$ cat config.mk
export PLATFORM = sky130hd
export DESIGN_NAME = adc_scaler_flat
export DESIGN_NICKNAME = d
export VERILOG_FILES = /design/src/rtl/adc_pkg.sv /design/src/rtl/adc_scaler_if.sv /design/src/rtl/udiv_iter.sv /design/src/rtl/adc_scaler.sv /design/src/flat_wrapper.sv
export SDC_FILE = /design/constraint.sdc
export NUM_CORES = 1
export LEC_CHECK = 0
export CAP_MARGIN = 20
export CORE_MARGIN = 3
export CORE_UTILIZATION = 36
export CTS_BUF_LIST = sky130_fd_sc_hd__clkbuf_2 sky130_fd_sc_hd__clkbuf_4 sky130_fd_sc_hd__clkbuf_8
export CTS_CLUSTER_DIAMETER = 150
export CTS_CLUSTER_SIZE = 10
export DETAILED_ROUTE_END_ITERATION = 12
export GPL_TIMING_DRIVEN = 0
export SLEW_MARGIN = 40
export SYNTH_ARGS = -nofsm -noshare
export SYNTH_HDL_FRONTEND = slang
export SYNTH_HIERARCHICAL = 1
export SYNTH_SLANG_ARGS = --single-unit
export TNS_END_PERCENT = 30
$ cat constraint.sdc
create_clock -name clk -period 4.5 [get_ports clk]
set_clock_uncertainty 0.15 [all_clocks]
set_input_delay 0.9 -clock clk [delete_from_list [all_inputs] [get_ports clk]]
set_output_delay 0.9 -clock clk [all_outputs]
set_load 0.02 [all_outputs]
$ cat src/rtl/adc_pkg.sv
// Shared definitions for the ADC conversion stage: FSM state encoding,
// default constants and a width helper.
package adc_pkg;

    typedef enum logic [1:0] {
        IDLE,
        PREP,
        DIV,
        STORE
    } adc_state_e;

    localparam int unsigned ADC_DATA_W              = 16;
    localparam int unsigned ADC_OFFSET              = 5000;
    localparam int unsigned ADC_DIVISOR             = 144;
    localparam int unsigned ADC_SAMPLE_CYCLES_100MS = 5_000_000;

    function automatic int unsigned clog2_min1(input int unsigned n);
        return (n > 1) ? $clog2(n) : 1;
    endfunction

endpackage

$ cat src/rtl/adc_scaler_if.sv
// Sample-in / result-out bundle between the ADC reader, adc_scaler and the
// display drivers. master drives samples, slave is the scaler.
interface adc_scaler_if
    import adc_pkg::*;
#(
    parameter int unsigned DATA_W   = ADC_DATA_W,
    parameter int unsigned OUT_W    = 8,
    parameter int unsigned CH_COUNT = 2
) ();
    localparam int unsigned CH_W = clog2_min1(CH_COUNT);

    logic                      in_valid;
    logic [CH_W-1:0]           in_ch;
    logic [DATA_W-1:0]         in_data;
    logic                      raw_sel;
    logic [CH_COUNT*OUT_W-1:0] result;
    logic                      result_valid;
    logic [CH_W-1:0]           result_ch;
    logic                      frame_done;
    logic                      busy;

    modport master (
        output in_valid, in_ch, in_data, raw_sel,
        input  result, result_valid, result_ch, frame_done, busy
    );

    modport slave (
        input  in_valid, in_ch, in_data, raw_sel,
        output result, result_valid, result_ch, frame_done, busy
    );
endinterface

$ cat src/rtl/udiv_iter.sv
// Unsigned restoring divider, one quotient bit per cycle. done pulses W
// cycles after start with q valid; the first step runs on the start edge.
module udiv_iter
    import adc_pkg::*;
#(
    parameter int unsigned W = ADC_DATA_W
) (
    input  logic         clk,
    input  logic         rst_n,
    input  logic         start,
    input  logic [W-1:0] a,
    input  logic [W-1:0] b,
    output logic [W-1:0] q,
    output logic         done
);
    localparam int unsigned CW = clog2_min1(W);

    logic [W-1:0]  rem_q;
    logic [CW-1:0] cnt_q;
    logic [W-1:0]  src_rem, src_quo, diff, nxt_rem, nxt_quo;
    logic [W:0]    shifted;
    logic          ge;

    always_comb begin
        src_rem = start ? '0 : rem_q;
        src_quo = start ? a : q;
        shifted = {src_rem, src_quo[W-1]};
        ge      = (shifted >= {1'b0, b});
        // remainder stays below b, so the low W bits of the difference are exact
        diff    = shifted[W-1:0] - b;
        nxt_rem = ge ? diff : shifted[W-1:0];
        nxt_quo = {src_quo[W-2:0], ge};
    end

    always_ff @(posedge clk or negedge rst_n) begin
        if (!rst_n) begin
            rem_q <= '0;
            q     <= '0;
            cnt_q <= '0;
            done  <= 1'b0;
        end else begin
            done <= 1'b0;
            if (start) begin
                rem_q <= nxt_rem;
                q     <= nxt_quo;
                cnt_q <= CW'(W - 1);
            end else if (cnt_q != '0) begin
                rem_q <= nxt_rem;
                q     <= nxt_quo;
                cnt_q <= cnt_q - CW'(1);
                done  <= (cnt_q == CW'(1));
            end
        end
    end
endmodule

$ cat src/rtl/adc_scaler.sv
// Multi-channel ADC scaler: per-frame snapshot, clamp, offset, divide, publish.
// Macro ADC_SCALER_SAT_EN saturates oversize quotients; otherwise they wrap.
module adc_scaler
    import adc_pkg::*;
#(
    parameter int unsigned DATA_W        = ADC_DATA_W,
    parameter int unsigned OUT_W         = 8,
    parameter int unsigned CH_COUNT      = 2,
    parameter int unsigned SAMPLE_CYCLES = ADC_SAMPLE_CYCLES_100MS,
    parameter int unsigned OFFSET        = ADC_OFFSET,
    parameter int unsigned DIVISOR       = ADC_DIVISOR
) (
    input  logic         clk,
    input  logic         rst_n,
    adc_scaler_if.slave  bus
);
    localparam int unsigned CH_W  = clog2_min1(CH_COUNT);
    localparam int unsigned CNT_W = clog2_min1(SAMPLE_CYCLES);

    if (DIVISOR == 0) begin : g_div_zero
        $error("adc_scaler: DIVISOR must be nonzero");
    end
    if (OUT_W > DATA_W - 1) begin : g_out_w
        $error("adc_scaler: OUT_W must not exceed DATA_W-1");
    end

    adc_state_e                state;
    logic [CNT_W-1:0]          tick_cnt;
    logic                      tick;
    logic [DATA_W-1:0]         latch  [CH_COUNT];
    logic [DATA_W-1:0]         shadow [CH_COUNT];
    logic [CH_W-1:0]           ch_q;
    logic                      raw_q;
    logic [OUT_W-1:0]          v_q;
    logic [CH_COUNT*OUT_W-1:0] result_q;
    logic                      rv_q, fd_q;
    logic [CH_W-1:0]           rch_q;
    logic [DATA_W-1:0]         x, dividend, quotient;
    logic [OUT_W-1:0]          div_v;
    logic                      div_start, div_done;

    assign tick = (tick_cnt == CNT_W'(SAMPLE_CYCLES - 1));

    always_comb begin
        x         = shadow[ch_q];
        div_start = (state == PREP) && !x[DATA_W-1] && !raw_q;
        dividend  = (x > DATA_W'(OFFSET)) ? x - DATA_W'(OFFSET) : '0;
`ifdef ADC_SCALER_SAT_EN
        div_v     = (quotient > DATA_W'((1 << OUT_W) - 1)) ? '1 : OUT_W'(quotient);
`else
        div_v     = OUT_W'(quotient);
`endif
    end

    udiv_iter #(.W(DATA_W)) u_div (
        .clk   (clk),
        .rst_n (rst_n),
        .start (div_start),
        .a     (dividend),
        .b     (DATA_W'(DIVISOR)),
        .q     (quotient),
        .done  (div_done)
    );

    always_ff @(posedge clk or negedge rst_n) begin
        if (!rst_n) begin
            tick_cnt <= '0;
        end else begin
            tick_cnt <= tick ? '0 : tick_cnt + CNT_W'(1);
        end
    end

    always_ff @(posedge clk or negedge rst_n) begin
        if (!rst_n) begin
            for (int unsigned k = 0; k < CH_COUNT; k++) latch[k] <= '0;
        end else if (bus.in_valid) begin
            // out-of-range tags match no channel and are dropped
            for (int unsigned k = 0; k < CH_COUNT; k++) begin
                if (bus.in_ch == CH_W'(k)) latch[k] <= bus.in_data;
            end
        end
    end

    always_ff @(posedge clk or negedge rst_n) begin
        if (!rst_n) begin
            state    <= IDLE;
            ch_q     <= '0;
            raw_q    <= 1'b0;
            v_q      <= '0;
            result_q <= '0;
            rv_q     <= 1'b0;
            fd_q     <= 1'b0;
            rch_q    <= '0;
            for (int unsigned k = 0; k < CH_COUNT; k++) shadow[k] <= '0;
        end else begin
            rv_q <= 1'b0;
            fd_q <= 1'b0;
            unique case (state)
                IDLE: if (tick) begin
                    shadow <= latch;
                    raw_q  <= bus.raw_sel;
                    ch_q   <= '0;
                    state  <= PREP;
                end
                PREP: begin
                    if (x[DATA_W-1]) begin
                        v_q   <= '0;
                        state <= STORE;
                    end else if (raw_q) begin
                        v_q   <= x[DATA_W-2 -: OUT_W];
                        state <= STORE;
                    end else begin
                        state <= DIV;
                    end
                end
                DIV: if (div_done) begin
                    v_q   <= div_v;
                    state <= STORE;
                end
                STORE: begin
                    result_q[ch_q*OUT_W +: OUT_W] <= v_q;
                    rv_q  <= 1'b1;
                    rch_q <= ch_q;
                    if (ch_q == CH_W'(CH_COUNT - 1)) begin
                        fd_q  <= 1'b1;
                        state <= IDLE;
                    end else begin
                        ch_q  <= ch_q + CH_W'(1);
                        state <= PREP;
                    end
                end
                default: state <= IDLE;
            endcase
        end
    end

    assign bus.result       = result_q;
    assign bus.result_valid = rv_q;
    assign bus.result_ch    = rch_q;
    assign bus.frame_done   = fd_q;
    assign bus.busy         = (state != IDLE);
endmodule

$ cat src/flat_wrapper.sv
// flat-port wrapper written by rule: the top's interface ports become plain ports
module adc_scaler_flat import adc_pkg::*;
#(
    parameter int unsigned DATA_W        = ADC_DATA_W,
    parameter int unsigned OUT_W         = 8,
    parameter int unsigned CH_COUNT      = 2,
    parameter int unsigned SAMPLE_CYCLES = ADC_SAMPLE_CYCLES_100MS,
    parameter int unsigned OFFSET        = ADC_OFFSET,
    parameter int unsigned DIVISOR       = ADC_DIVISOR
)
  (clk, rst_n, bus_in_valid, bus_in_ch, bus_in_data, bus_raw_sel, bus_result, bus_result_valid, bus_result_ch, bus_frame_done, bus_busy);
  adc_scaler_if #(.DATA_W(DATA_W), .OUT_W(OUT_W), .CH_COUNT(CH_COUNT)) bus_i ();
  input  logic clk;
  input  logic rst_n;
  input wire logic [$bits(bus_i.in_valid)-1:0] bus_in_valid;
  input wire logic [$bits(bus_i.in_ch)-1:0] bus_in_ch;
  input wire logic [$bits(bus_i.in_data)-1:0] bus_in_data;
  input wire logic [$bits(bus_i.raw_sel)-1:0] bus_raw_sel;
  output wire logic [$bits(bus_i.result)-1:0] bus_result;
  output wire logic [$bits(bus_i.result_valid)-1:0] bus_result_valid;
  output wire logic [$bits(bus_i.result_ch)-1:0] bus_result_ch;
  output wire logic [$bits(bus_i.frame_done)-1:0] bus_frame_done;
  output wire logic [$bits(bus_i.busy)-1:0] bus_busy;
  assign bus_i.in_valid = bus_in_valid;
  assign bus_i.in_ch = bus_in_ch;
  assign bus_i.in_data = bus_in_data;
  assign bus_i.raw_sel = bus_raw_sel;
  assign bus_result = bus_i.result;
  assign bus_result_valid = bus_i.result_valid;
  assign bus_result_ch = bus_i.result_ch;
  assign bus_frame_done = bus_i.frame_done;
  assign bus_busy = bus_i.busy;
  adc_scaler #(.DATA_W(DATA_W), .OUT_W(OUT_W), .CH_COUNT(CH_COUNT), .SAMPLE_CYCLES(SAMPLE_CYCLES), .OFFSET(OFFSET), .DIVISOR(DIVISOR)) u_core (.clk(clk), .rst_n(rst_n), .bus(bus_i));
endmodule
==> out/qor.csv <==
metric,value,unit
gpl congestion,0.868,
fin. max-slew vios,0,
PortBufs,40,
cell count after synthesis,757,
worst hold margin,180,ps
CP Cell Sequence,buf_6 -> mux2_2 -> nor3b_2 -> clkbuf_4 -> buf_4 -> buf_4 -> nor2_1 -> ha_1 -> nand4_1 -> or3_1 -> nor4_2 -> o21ai_1 -> o211ai_4 -> buf_12 -> mux2i_2 -> a21oi_1,
layout cells sized above 1,18.5,%
Antenna Nets Post-Route,0,
status,"finished, final reports clean",
initial antenna violation count,0,
post-synthesis mux area share,16.9,%
pre-CTS setup slack,-891,ps
Avg Inst Size Synth,10.8,sq um
DRC errors left,0,
simple-gate area share of the yosys netlist,13.7,%
Die ar.,24500,sq um
area share of xor/xnor cells in the synthesized design,4.29,%
CTS buffer count,17,
Ys Warns,6,
CTS tree,yes,
minimum clock period,4350,ps
io pins,41,
compound-gate portion of the synthesized area,9.76,%
TritonRoute pass-1 iters,7,
WP data arrival,4500,ps
Hold Crit Class,input pin to asynchronous set/reset pin,
final period utilization,96.6,%
cell at the slowest stage of the critical path,dfrtp_1,
CP startpoint kind,register,
synth top area cells,"dfrtp_1 (48%), mux2_2 (11%), mux2i_1 (5.4%)",
Placed Cells,1093,
largest net degree at the start of global routing,75,
Final setup viols,0,
Final Core Density,43.1,%
Detailed Route Iter0 Violations,257,
DP HPWL,12.4,mm
Max stage delay on crit path,450,ps
vias in the first global route,5598,
Setup TNS Final,0,ps
Leakage,4.19,nW
Layout Nets,882,
first-pass GRT wire length,28.7,mm
Synth async-reset ratio,100,%
vias,5671,
total global-route track usage,14.4,%
Seq cells post-synth,155,
Root Buffer,clkbuf_8,
"Clk Latency, worst-skew pair",450,ps
Power Total,2.70,mW
n_diodes,0,
clock tree buffer depth,2,
final hold violation count,0,
Yosys top cell area share,47.5,%
clock-pin slew on the worst setup and hold paths,90,ps
sequential share of the synthesized area,47.5,%
Pwr Density,285,nW/um^2
Setup WS post-layout,154,ps
Sink Count,155,
total grt overflow,0,
Max Fclk,230,MHz
Core ar.,22000,sq um
Placed Area,9030,sq um
maximum VDD drop,0.177,mV
fill cell count,2164,
cell repeated most along the worst path,buf_4,
max cap viols,0,
non-filler instance count after layout,1129,
Crit Path Class,register to register,
area of the mapped netlist,8160,sq um
level count of the clock H-tree,4,
routed len/inst,15.0,microns
Routed WL,16.9,mm
Via density,5.02,
Syn-to-layout area delta,16.2,%
RSZ-0062 raised after global routing,no,
Site Rows,54,
Netlist cell types,73,
Slew headroom,57.1,%
die height,157,microns
worst-path maximum fanout,10,
largest family of logic cells by synthesized area,multiplexers,
CTS hold repair buffers,0,
Die W,157,microns
fin area,9480,sq um
slew at the pin with the worst max-slew slack,630,ps
"Primary FF master, synth",dfrtp_1,
adder-cell share of the synthesized area,3.92,%
worst endpoint required time,4650,ps
Post-synth EDFFs,0,
Yosys top cell by area,dfrtp_1,
Initial Util,37.1,%
CP endpoint kind,register,
==> flip-flops by register name (all words and copies together), names as in the netlist, 2 cells and up <==
| register | flops |
|---|---|
| u_core/bus.result | 16 |
| u_core/u_div/q | 16 |
| u_core/state | 2 |
| u_core/tick_cnt | 23 |
| u_core/shadow | 32 |
| u_core/v_q | 8 |
| u_core/latch | 32 |
| u_core/u_div/rem_q | 16 |
| u_core/u_div/cnt_q | 4 |
==> Yosys cell counts, drive strengths merged (2+ instances only) <==
cell and number:
a211o 2, a211oi 5, a21o 9, a21oi 45, a31oi 3, a41oi 2, and2 2, and3 4
and4 2, buf 13, clkbuf 18, conb 2, dfrtp 155, ha 24, inv 35, mux2 82
mux2i 45, nand2 49, nand2b 4, nand3 17, nand3b 3, nand4 8, nor2 66, nor2b 17
nor3 17, nor3b 6, nor4 5, nor4b 2, o211ai 4, o21a 3, o21ai 36, o21bai 3
o22ai 2, o31ai 2, or3 5, or3b 6, xnor2 26, xor2 14
==> repair_timing <==
| action | CTS | global route |
|---|---|---|
| setup endpoints to repair | 17 | 2 |
| cloned | 0 | 0 |
| gates resized for setup | 8 | 1 |
| buffers inserted | 2 | 2 |
| pin swaps | 0 | 1 |
==> worst max-delay path, delay by kind of cell, from the launching register on <==
| kind | cells | cell delay [ps] |
|---|---|---|
| buf+inv | 5 | 1020 |
| flops | 1 | 450 |
| simple gates | 5 | 1070 |
| mux | 2 | 670 |
| compound gates | 3 | 450 |
| fa+ha+maj | 1 | 390 |
==> routing by layer <==
metal	routed length, microns	global-route usage (%)	vias to the layer above
li1	-	-	2799
met1	8480	20.8	2773
met2	7620	22.3	86
met3	596	2.88	13
met4	197	3.71	0
met5	0	0	-
==> layout by cell type (no fill, tap or decap), types with 24 or more instances in the layout <==
cell type / instances
a21oi_1: 45
clkdlybuf4s50_1: 39
dfrtp_1: 155
ha_1: 24
inv_1: 35
mux2_2: 80
mux2i_1: 43
nand2_1: 48
nor2_1: 66
o21ai_0: 32
xnor2_1: 26
==> worst paths after layout <==
| path | from | slack (ps) | end | cells after the start |
|---|---|---|---|---|
| max | u_core/ch_q$_DFFE_PN0P_ | 150 | u_core/u_div/rem_q[10]$_DFFE_PN0P_ | 16 |
| min | rst_n | 180 | u_core/tick_cnt[13]$_DFF_PN0_ | 1 |
| max reg2reg | u_core/ch_q$_DFFE_PN0P_ | 150 | u_core/u_div/rem_q[10]$_DFFE_PN0P_ | 16 |
| min reg2reg | u_core/u_div/rem_q[1]$_DFFE_PN0P_ | 330 | u_core/u_div/rem_q[1]$_DFFE_PN0P_ | 2 |
| max in group asynchronous | rst_n | 3350 | u_core/shadow[17]$_DFFE_PN0P_ | 2 |
| min in group clk | u_core/u_div/rem_q[1]$_DFFE_PN0P_ | 330 | u_core/u_div/rem_q[1]$_DFFE_PN0P_ | 2 |
==> where the power goes <==
part	switching, mW	total, mW	internal, mW
Clock	0.534	1.06	0.526
Sequential	0.0221	1.46	1.43
Combinational	0.0946	0.187	0.0923
==> kinds of logic after synthesis <==
| kind of cell | count (synthesis) |
|---|---|
| AND/OR/NAND/NOR | 217 |
| buffers and inverters | 66 |
| other | 2 |
| AO/OA/AOI/OAI | 125 |
| multiplexers | 127 |
| flip-flops | 155 |
| XOR/XNOR | 40 |
| adder cells (fa/ha/maj) | 25 |
==> cell type report <==
class                      instances  area [sq um]  share of cell area (%)
multi-input combinational        550          4040                    42.6
sequential                       155          3880                    40.9
timing repair buffer              46           483                    5.09
tap                              280           350                    3.69
clock buffer                      20           263                    2.77
buffer                            31           195                    2.06
clock inverter                    12           138                    1.45
inverter                          35           131                    1.39
Note: power is estimated with default switching activity, not from simulation.
